**config.mk**
```make
export PLATFORM = sky130hd
export DESIGN_NAME = bch_31_decoder
export DESIGN_NICKNAME = d
export VERILOG_FILES = /design/src/rtl/bch_31_pkg.sv /design/src/rtl/bch_31_chien.sv /design/src/rtl/bch_31_decoder.sv
export SDC_FILE = /design/constraint.sdc
export NUM_CORES = 1
export LEC_CHECK = 0
export ABC_CLOCK_PERIOD_IN_PS = 11420
export CAP_MARGIN = 15
export CELL_PAD_IN_SITES_DETAIL_PLACEMENT = 0
export CELL_PAD_IN_SITES_GLOBAL_PLACEMENT = 1
export CORE_ASPECT_RATIO = 1.4
export CORE_MARGIN = 10
export CORE_UTILIZATION = 48
export DETAILED_ROUTE_END_ITERATION = 10
export PLACE_DENSITY = 0.91
export SLEW_MARGIN = 15
export SYNTH_ARGS = -nofsm -noshare
export SYNTH_HDL_FRONTEND = slang
export SYNTH_SLANG_ARGS = --single-unit
```
**constraint.sdc**
```tcl
create_clock -name clk -period 11.42 [get_ports clk]
set_input_delay 2.284 -clock clk [delete_from_list [all_inputs] [get_ports clk]]
set_output_delay 2.284 -clock clk [all_outputs]
set_load 0.02 [all_outputs]
```
**src/rtl/bch_31_pkg.sv**
```systemverilog
// Shared constants, types and GF(2^5) arithmetic for the BCH(31,21) t=2 decoder.
package bch_31_pkg;

  localparam int unsigned N = 31;
  localparam int unsigned K = 21;
  localparam int unsigned T = 2;
  localparam logic [5:0] GF_POLY = 6'b100101;

  typedef logic [4:0] gf32_t;

  typedef enum logic [2:0] {
    StIdle,
    StSynd,
    StSolve,
    StChien,
    StDone
  } state_t;

  localparam gf32_t ALPHA      = 5'd2;
  localparam gf32_t ALPHA3     = 5'd8;
  localparam gf32_t ALPHA_INV  = 5'd18;  // alpha^30
  localparam gf32_t ALPHA_INV2 = 5'd9;   // alpha^29

  function automatic gf32_t gf_mul(input gf32_t a, input gf32_t b);
    gf32_t res;
    gf32_t sh;
    res = '0;
    sh  = a;
    for (int i = 0; i < 5; i++) begin
      if (b[i]) res = res ^ sh;
      sh = sh[4] ? ({sh[3:0], 1'b0} ^ GF_POLY[4:0]) : {sh[3:0], 1'b0};
    end
    return res;
  endfunction

  function automatic gf32_t gf_inv(input gf32_t a);
    gf32_t res;
    case (a)
      5'd1:  res = 5'd1;
      5'd2:  res = 5'd18;
      5'd3:  res = 5'd28;
      5'd4:  res = 5'd9;
      5'd5:  res = 5'd23;
      5'd6:  res = 5'd14;
      5'd7:  res = 5'd12;
      5'd8:  res = 5'd22;
      5'd9:  res = 5'd4;
      5'd10: res = 5'd25;
      5'd11: res = 5'd16;
      5'd12: res = 5'd7;
      5'd13: res = 5'd15;
      5'd14: res = 5'd6;
      5'd15: res = 5'd13;
      5'd16: res = 5'd11;
      5'd17: res = 5'd24;
      5'd18: res = 5'd2;
      5'd19: res = 5'd29;
      5'd20: res = 5'd30;
      5'd21: res = 5'd26;
      5'd22: res = 5'd8;
      5'd23: res = 5'd5;
      5'd24: res = 5'd17;
      5'd25: res = 5'd10;
      5'd26: res = 5'd21;
      5'd27: res = 5'd31;
      5'd28: res = 5'd3;
      5'd29: res = 5'd19;
      5'd30: res = 5'd20;
      5'd31: res = 5'd27;
      default: res = 5'd0;
    endcase
    return res;
  endfunction

endpackage

```
**src/rtl/bch_31_chien.sv**
```systemverilog
// Serial Chien search cell: evaluates 1 + t1 + t2 at alpha^-k, stepping k once per cycle.
module bch_31_chien
  import bch_31_pkg::*;
(
  input  logic  clk,
  input  logic  rst,
  input  logic  i_load,
  input  gf32_t i_sigma1,
  input  gf32_t i_sigma2,
  input  logic  i_step,
  output logic  o_hit
);

  gf32_t r_t1;
  gf32_t r_t2;

  always_ff @(posedge clk or posedge rst) begin
    if (rst) begin
      r_t1 <= '0;
      r_t2 <= '0;
    end else if (i_load) begin
      r_t1 <= i_sigma1;
      r_t2 <= i_sigma2;
    end else if (i_step) begin
      r_t1 <= gf_mul(r_t1, ALPHA_INV);
      r_t2 <= gf_mul(r_t2, ALPHA_INV2);
    end
  end

  assign o_hit = ((5'd1 ^ r_t1 ^ r_t2) == 5'd0);

endmodule

```
**src/rtl/bch_31_decoder.sv**
```systemverilog
// BCH(31,21) t=2 hard-decision decoder: serial syndromes, Peterson solve, serial Chien search.
module bch_31_decoder
  import bch_31_pkg::*;
(
  input  logic        clk,
  input  logic        rst,
  input  logic        in_valid,
  output logic        in_ready,
  input  logic [30:0] rx_word,
  output logic        out_valid,
  input  logic        out_ready,
  output logic [20:0] msg_out,
  output logic [1:0]  err_cnt,
  output logic        uncorr
);

  localparam logic [4:0] LAST_IDX = 5'(N - 1);
  localparam logic [1:0] ROOT_MAX = 2'(T + 1);

  state_t         r_state, w_state_next;
  logic [30:0]    r_rx, r_word;
  gf32_t          r_s1, r_s3;
  logic [4:0]     r_idx;
  logic [1:0]     r_deg, r_roots;
  logic           r_flag;
  logic [K-1:0]   r_msg;
  logic [1:0]     r_cnt;
  logic           r_unc;

  logic           w_load, w_step, w_hit, w_bit, w_flag;
  gf32_t          w_s1_next, w_s3_next, w_s1_sq, w_s1_cube, w_sig1, w_sig2;
  logic [1:0]     w_deg, w_roots;
  logic [30:0]    w_word;

  assign w_bit     = r_rx[r_idx];
  assign w_s1_next = gf_mul(r_s1, ALPHA) ^ {4'b0, w_bit};
  assign w_s3_next = gf_mul(r_s3, ALPHA3) ^ {4'b0, w_bit};
  assign w_s1_sq   = gf_mul(r_s1, r_s1);
  assign w_s1_cube = gf_mul(w_s1_sq, r_s1);

  // Peterson closed form; S1=0 with S3!=0 has no valid locator of degree <= 2.
  always_comb begin
    w_sig1 = '0;
    w_sig2 = '0;
    w_deg  = 2'd0;
    w_flag = 1'b0;
    if (r_s1 != '0) begin
      w_sig1 = r_s1;
      if (r_s3 == w_s1_cube) begin
        w_deg = 2'd1;
      end else begin
        w_sig2 = gf_mul(r_s3, gf_inv(r_s1)) ^ w_s1_sq;
        w_deg  = 2'd2;
      end
    end else if (r_s3 != '0) begin
      w_flag = 1'b1;
    end
  end

  bch_31_chien u_chien (
    .clk      (clk),
    .rst      (rst),
    .i_load   (w_load),
    .i_sigma1 (w_sig1),
    .i_sigma2 (w_sig2),
    .i_step   (w_step),
    .o_hit    (w_hit)
  );

  // A root at alpha^-k locates an error at bit k.
  assign w_word  = r_word ^ (w_hit ? (31'd1 << r_idx) : 31'd0);
  assign w_roots = (w_hit && (r_roots != ROOT_MAX)) ? r_roots + 2'd1 : r_roots;

  always_ff @(posedge clk or posedge rst) begin
    if (rst) r_state <= StIdle;
    else     r_state <= w_state_next;
  end

  always_comb begin
    w_state_next = r_state;
    w_load       = 1'b0;
    w_step       = 1'b0;
    unique case (r_state)
      StIdle:  if (in_valid) w_state_next = StSynd;
      StSynd:  if (r_idx == 5'd0) w_state_next = StSolve;
      StSolve: begin
        w_load       = 1'b1;
        w_state_next = StChien;
      end
      StChien: begin
        w_step = 1'b1;
        if (r_idx == LAST_IDX) w_state_next = StDone;
      end
      StDone:  if (out_ready) w_state_next = StIdle;
      default: w_state_next = StIdle;
    endcase
  end

  always_ff @(posedge clk or posedge rst) begin
    if (rst) begin
      r_rx    <= '0;
      r_word  <= '0;
      r_s1    <= '0;
      r_s3    <= '0;
      r_idx   <= '0;
      r_deg   <= '0;
      r_roots <= '0;
      r_flag  <= 1'b0;
      r_msg   <= '0;
      r_cnt   <= '0;
      r_unc   <= 1'b0;
    end else begin
      case (r_state)
        StIdle: if (in_valid) begin
          r_rx   <= rx_word;
          r_word <= rx_word;
          r_s1   <= '0;
          r_s3   <= '0;
          r_idx  <= LAST_IDX;
        end
        StSynd: begin
          r_s1  <= w_s1_next;
          r_s3  <= w_s3_next;
          r_idx <= r_idx - 5'd1;
        end
        StSolve: begin
          r_deg   <= w_deg;
          r_flag  <= w_flag;
          r_roots <= '0;
          r_idx   <= '0;
        end
        StChien: begin
          r_word  <= w_word;
          r_roots <= w_roots;
          r_idx   <= r_idx + 5'd1;
          if (r_idx == LAST_IDX) begin
            if ((w_roots != r_deg) || r_flag) begin
              r_unc <= 1'b1;
              r_cnt <= 2'd0;
              r_msg <= r_rx[30:10];
            end else begin
              r_unc <= 1'b0;
              r_cnt <= r_deg;
              r_msg <= w_word[30:10];
            end
          end
        end
        default: ;
      endcase
    end
  end

  assign in_ready  = (r_state == StIdle);
  assign out_valid = (r_state == StDone);
  assign msg_out   = r_msg;
  assign err_cnt   = r_cnt;
  assign uncorr    = r_unc;

endmodule
```
== Word level (Yosys, flattened, before mapping) ==
Memories as Yosys holds them, arrays and structs flattened.
Index checks and enable logic that the tools add are counted.

* Input bits: 35
* ROM bits: 160
* Memories kept: 1
* Register bits after elaboration: 119

* Muxes and demuxes: 83
* Bitwise logic cells: 39
* Reduce and logical (&&, ||, !) cells: 18
* Magnitude comparators: 1
* Shifts and indexed selects: 1
* Add/sub/neg operators: 3
* Equality and inequality tests: 12

{| class="wikitable"
|+ Memories
! name !! depth !! bits a word !! read ports !! clocked after Yosys merged registers in !! write ports !! line !! text
|-
| (no name shown) || 32 || 5 || 1 || 0 || 0 || bch_31_pkg.sv:38 || <nowiki>case (a)</nowiki>
|}

{| class="wikitable"
|+ Operators by type and width
! cell !! count
|-
| $mux 5 || 40
|-
| $xor 5x5->5 || 16
|-
| $mux 3 || 23
|-
| $mux 31 || 2
|-
| $pmux 31 s2 || 1
|-
| $not 2->2 || 19
|-
| $shl 1x5->31 const A || 1
|-
| $xor 31x31->31 || 1
|-
| $mux 21 || 1
|-
| $pmux 5 s2 || 2
|-
| $pmux 5 s4 || 1
|-
| $pmux 3 s5 || 1
|-
| $logic_not 5->1 || 2
|-
| $reduce_and 2->1 || 5
|-
| $reduce_bool 5->1 || 2
|-
| $xor 5x1->5 || 2
|-
| $mux 2 || 4
|-
| $ne 2x2->1 const B || 4
|-
| $reduce_bool 2->1 || 4
|-
| $eq 3x2->1 const B || 2
|-
| $lt 5x6->1 const B || 1
|-
| $mux 1 || 6
|-
| $add 5x1->5 const B || 1
|-
| $bmux 1 s5 || 1
|-
| other kinds (15) || 15
|}

== Longest topological paths before layout ==
* Depth after elaboration: 46
* Mapped depth: 12

== Modules after synthesis ==
From an unflattened synthesis, not the netlist that was laid out.

* Cell total of the unflattened synthesis: 908
* Area, all modules: 7,439.6 um^2

{| class="wikitable"
|+ By module, submodules not included
! module !! area an instance (um^2) !! cells an instance !! times used !! seq. area each (um^2)
|-
| bch_31_decoder || 6,906.6 || 854 || 1 || 2,477.4
|-
| bch_31_chien || 533.0 || 54 || 1 || 250.2
|}

== Worst setup path before layout ==
No wires, ideal clock.

* Path type: reg-to-output
* Start: register r_state[0]
* End: output in_ready
* Data arrival time: 0.991 ns
* Stages on the path, launching flop included: 2
* Setup slack: 8.145 ns
* Data required time: 9.136 ns
* Path through: dfrtp_1 nor3_1

* Cells in the longest elaborated chain, start to end: 1

{| class="wikitable"
|+ RTL lines
! element !! line !! text
|-
| from (decl) || bch_31_decoder.sv:20 || <nowiki>state_t r_state, w_state_next;</nowiki>
|-
| from (signal assigned) || bch_31_decoder.sv:75 || <nowiki>if (rst) r_state <= StIdle;</nowiki>
|-
| from (signal assigned) || bch_31_decoder.sv:76 || <nowiki>else r_state <= w_state_next;</nowiki>
|-
| $logic_not 3->1 || bch_31_decoder.sv:153 || <nowiki>assign in_ready = (r_state == StIdle);</nowiki>
|-
| to (decl) || bch_31_decoder.sv:8 || <nowiki>output logic in_ready,</nowiki>
|}

No other way between the ends.

== Worst setup path after layout ==
Same ends and word-level chain as after synthesis.

==> results.yml <==
run_status:
  outcome: "finished clean"
timing:
  grt_setup_unrepaired: "false"
  relSlewSlack_pct: 34.0
  setup_viol: 0
  max_freq_ghz: 0.210
  report.final.slew_viol_count: 0
  clock_skew_ns: 0.00790
  min_period_over_period_pct: 41.7
  setup_tns_ns: 0
  fin_crit_ns: 4.76
  final_hold_viol_count: 0
  tightestPinTransition_ns: 0.990
detailed_routing:
  drt_iter0_markers: 455
  dr_wl_met3_um: 590
  drc: 0
  wire_per_inst_um: 16.9
  top_layer_used: "met4"
  vias_per_cell: 5.61
  postRouteAntennaNets: 0
  wirelength_met1_um: 7610
  dr.pass1.iters: 5
  finalWirelength_um: 18100
  vias: 6020
  met2_wirelength_um: 9540
synth:
  synth_area_leaders: "dfrtp_1 37%, nand2_1 10%, xnor2_1 6.4%"
  ys_seq_area_share_pct: 37.0
  netlist_instances: 857
  synthDistinctLibCells: 73
  synthAdderAreaFrac_pct: 2.65
  syn_nets: 907
  async_reset_ff_share_pct: 100
  yosysWarnings: 0
  mappedNetlistArea_um2: 7370
  synthXorXnorAreaFrac_pct: 11.7
  ys_top_cells_by_count: "198 x nand2_1, 109 x dfrtp_1, 65 x nor2_1, 60 x o21ai_0, 54 x xnor2_1"
  yosysTopAreaCellShare_pct: 37.0
  synth-compound-area-share_pct: 15.2
  syn_area_per_cell_um2: 8.60
  yosysTopAreaCell: "dfrtp_1"
  synthMuxAreaShare_pct: 9.24
  synth_top_family_by_area: "simple AND/OR/NAND/NOR gates"
  synth_edf_count: 0
  yosysMostFrequentCell: "nand2_1"
  synthSimpleGateAreaFrac_pct: 19.1
  ys_ff_latch: 109
  synthFlopType: "dfrtp_1"
setup_path:
  critPathTopFamily: "buffers and inverters"
  crit_type: "register to primary output"
  critPathMaxFanout: 23
  critPathCaptureType: "primary output"
  crit_buf_inv: 1
  slowest_stage: "clkdlybuf4s50_1"
  r2r_slack_ns: 7.67
  arrival_ns: 2.48
  cp.required_ns: 9.14
  crit_chain: "nor3_1, clkdlybuf4s50_1"
  critPathMaxStageDelay_ns: 0.75
  startpoint_type: "register"
global_routing:
  grt_max_degree: 61
  overflow: 0
  groute.usage.overall_pct: 17.4
  grt_pass1_wl_um: 30600
  antenna_found_initial: 0
  grt_pass1_vias: 5792
die:
  rows: 53
  initial_core_util_pct: 49.0
  dieWidth_um: 125
  pin_count: 61
  core_area_um2: 15100
  dieArea_um2: 20800
  die_y_um: 167
final_layout:
  fin_nets: 927
  area_growth_pct: 12.7
  num-fill-cells: 1400
  final_util_pct: 55.2
  num_antenna_cells: 0
  layout-drive-gt1-share_pct: 7.37
  final_area_um2: 8300
power:
  leakage_nw: 3.67
  power_frac_clock_pct: 10.5
  switching_share_pct: 46.6
  p_seq_share_pct: 26.3
  internal_power_mw: 1.56
  p_comb_share_pct: 63.2
  power.switching_mw: 1.36
  ir_drop_uv: 173
  power_density_nw_per_um2: 352
cts:
  cts_tree: "built"
  clk_path_buf_depth: 2
  root_buffer: "clkbuf_16"
  cts-hold-fix-buffers: 0
  clock-sinks: 109
  ctsResizeCount: 0
  path_clk_slew_ns: 0.07
  post_cts_buffers: 0
  cts_buffers: 9
  insertion_delay_ns: 0.35
  cts-htree-levels: 3
place:
  place_area_um2: 8000
  place.gp.congestion: 0.851
  dp_hpwl_um: 13000
  io_buffers: 60
min_path:
  hold_path.class: "register to register"
job:
  max_cap_violations: 0
## worst paths after layout
check                      startpoint              end  cells past startpoint
max reg2reg                   r_s1[1]  u_chien.r_t2[1]                     11
max                        r_state[0]         in_ready                      2
min                           r_rx[5]          r_rx[5]                      2
max in group asynchronous         rst          r_rx[8]                      3
min in group asynchronous         rst         r_deg[0]                      2
min reg2reg                   r_rx[5]          r_rx[5]                      2
## cells by family after synthesis
group / count (synthesis)
compound gates: 179
xor+xnor: 90
fa+ha+maj: 15
buf+inv: 83
flops: 109
mux: 51
simple gates: 330
## tightest hold or removal path: cells and delay by family (launching register included)
kind             cells  cell delay (ns)
and+or+nand+nor      2             0.10
DFF                  1             0.34
## final cells by class
cell class                      count  area [um^2]  share of cell area (%)
Tap cell                          192          240                    2.89
Timing Repair Buffer               71          683                    8.23
Clock inverter                      5         42.5                   0.512
Sequential cell                   109         2730                    32.8
Multi-Input combinational cell    665         4280                    51.5
Inverter                           21         81.3                   0.979
Clock buffer                       11          253                    3.04
## power by group through the flow
stage / combinational, mW / sequential (mW) / clock (mW)
3_5_place_dp: 1.85 / 0.774 / 0
6_report: 1.84 / 0.768 / 0.308
5_1_grt: 2.05 / 0.800 / 0.328
3_3_place_gp: 1.83 / 0.768 / 0
4_1_cts: 1.85 / 0.767 / 0.313
2_1_floorplan: 1.48 / 0.728 / 0
## through the flow
step                total power, mW  setup WS, ns  hold WS [ns]  cells
detailed placement             2.62          7.13         0.463   1058
CTS                            2.93          6.77         0.482   1074
finish                         2.92          6.66         0.477   1074
floorplan                      2.21          6.26         0.440    857
global placement               2.59          7.12         0.453   1058
global route                   3.18          6.57         0.504   1074
## cells in the final DEF (no fill, tap or decap), drive strengths merged, types with 7 or more instances in the layout
cell type	count
nand3	18
nor3	9
buf	11
a21oi	35
mux4	12
clkdlybuf4s50	60
xor2	30
mux2i	35
o21ai	63
clkbuf	11
a22oi	7
nand2	199
a31oi	24
dfrtp	109
inv	20
o31ai	9
nor2	65
ha	14
xnor2	58
nor2b	8
## sequential cells by signal, summed over array words and instances, names as in the netlist, 3 cells and up
| register | cells |
|---|---|
| r_s1 | 5 |
| u_chien.r_t1 | 5 |
| r_rx | 31 |
| r_state | 3 |
| msg_out | 21 |
| u_chien.r_t2 | 5 |
| r_s3 | 5 |
| r_word | 21 |
| r_idx | 5 |
## layer usage
layer  vias to the layer above  GRT usage [%]
li1                       2955              -
met1                      2918           21.0
met2                       127           30.6
met3                        20           2.70
met4                         0           5.69
met5                         -              0
Note: power is estimated with default switching activity, not from simulation.
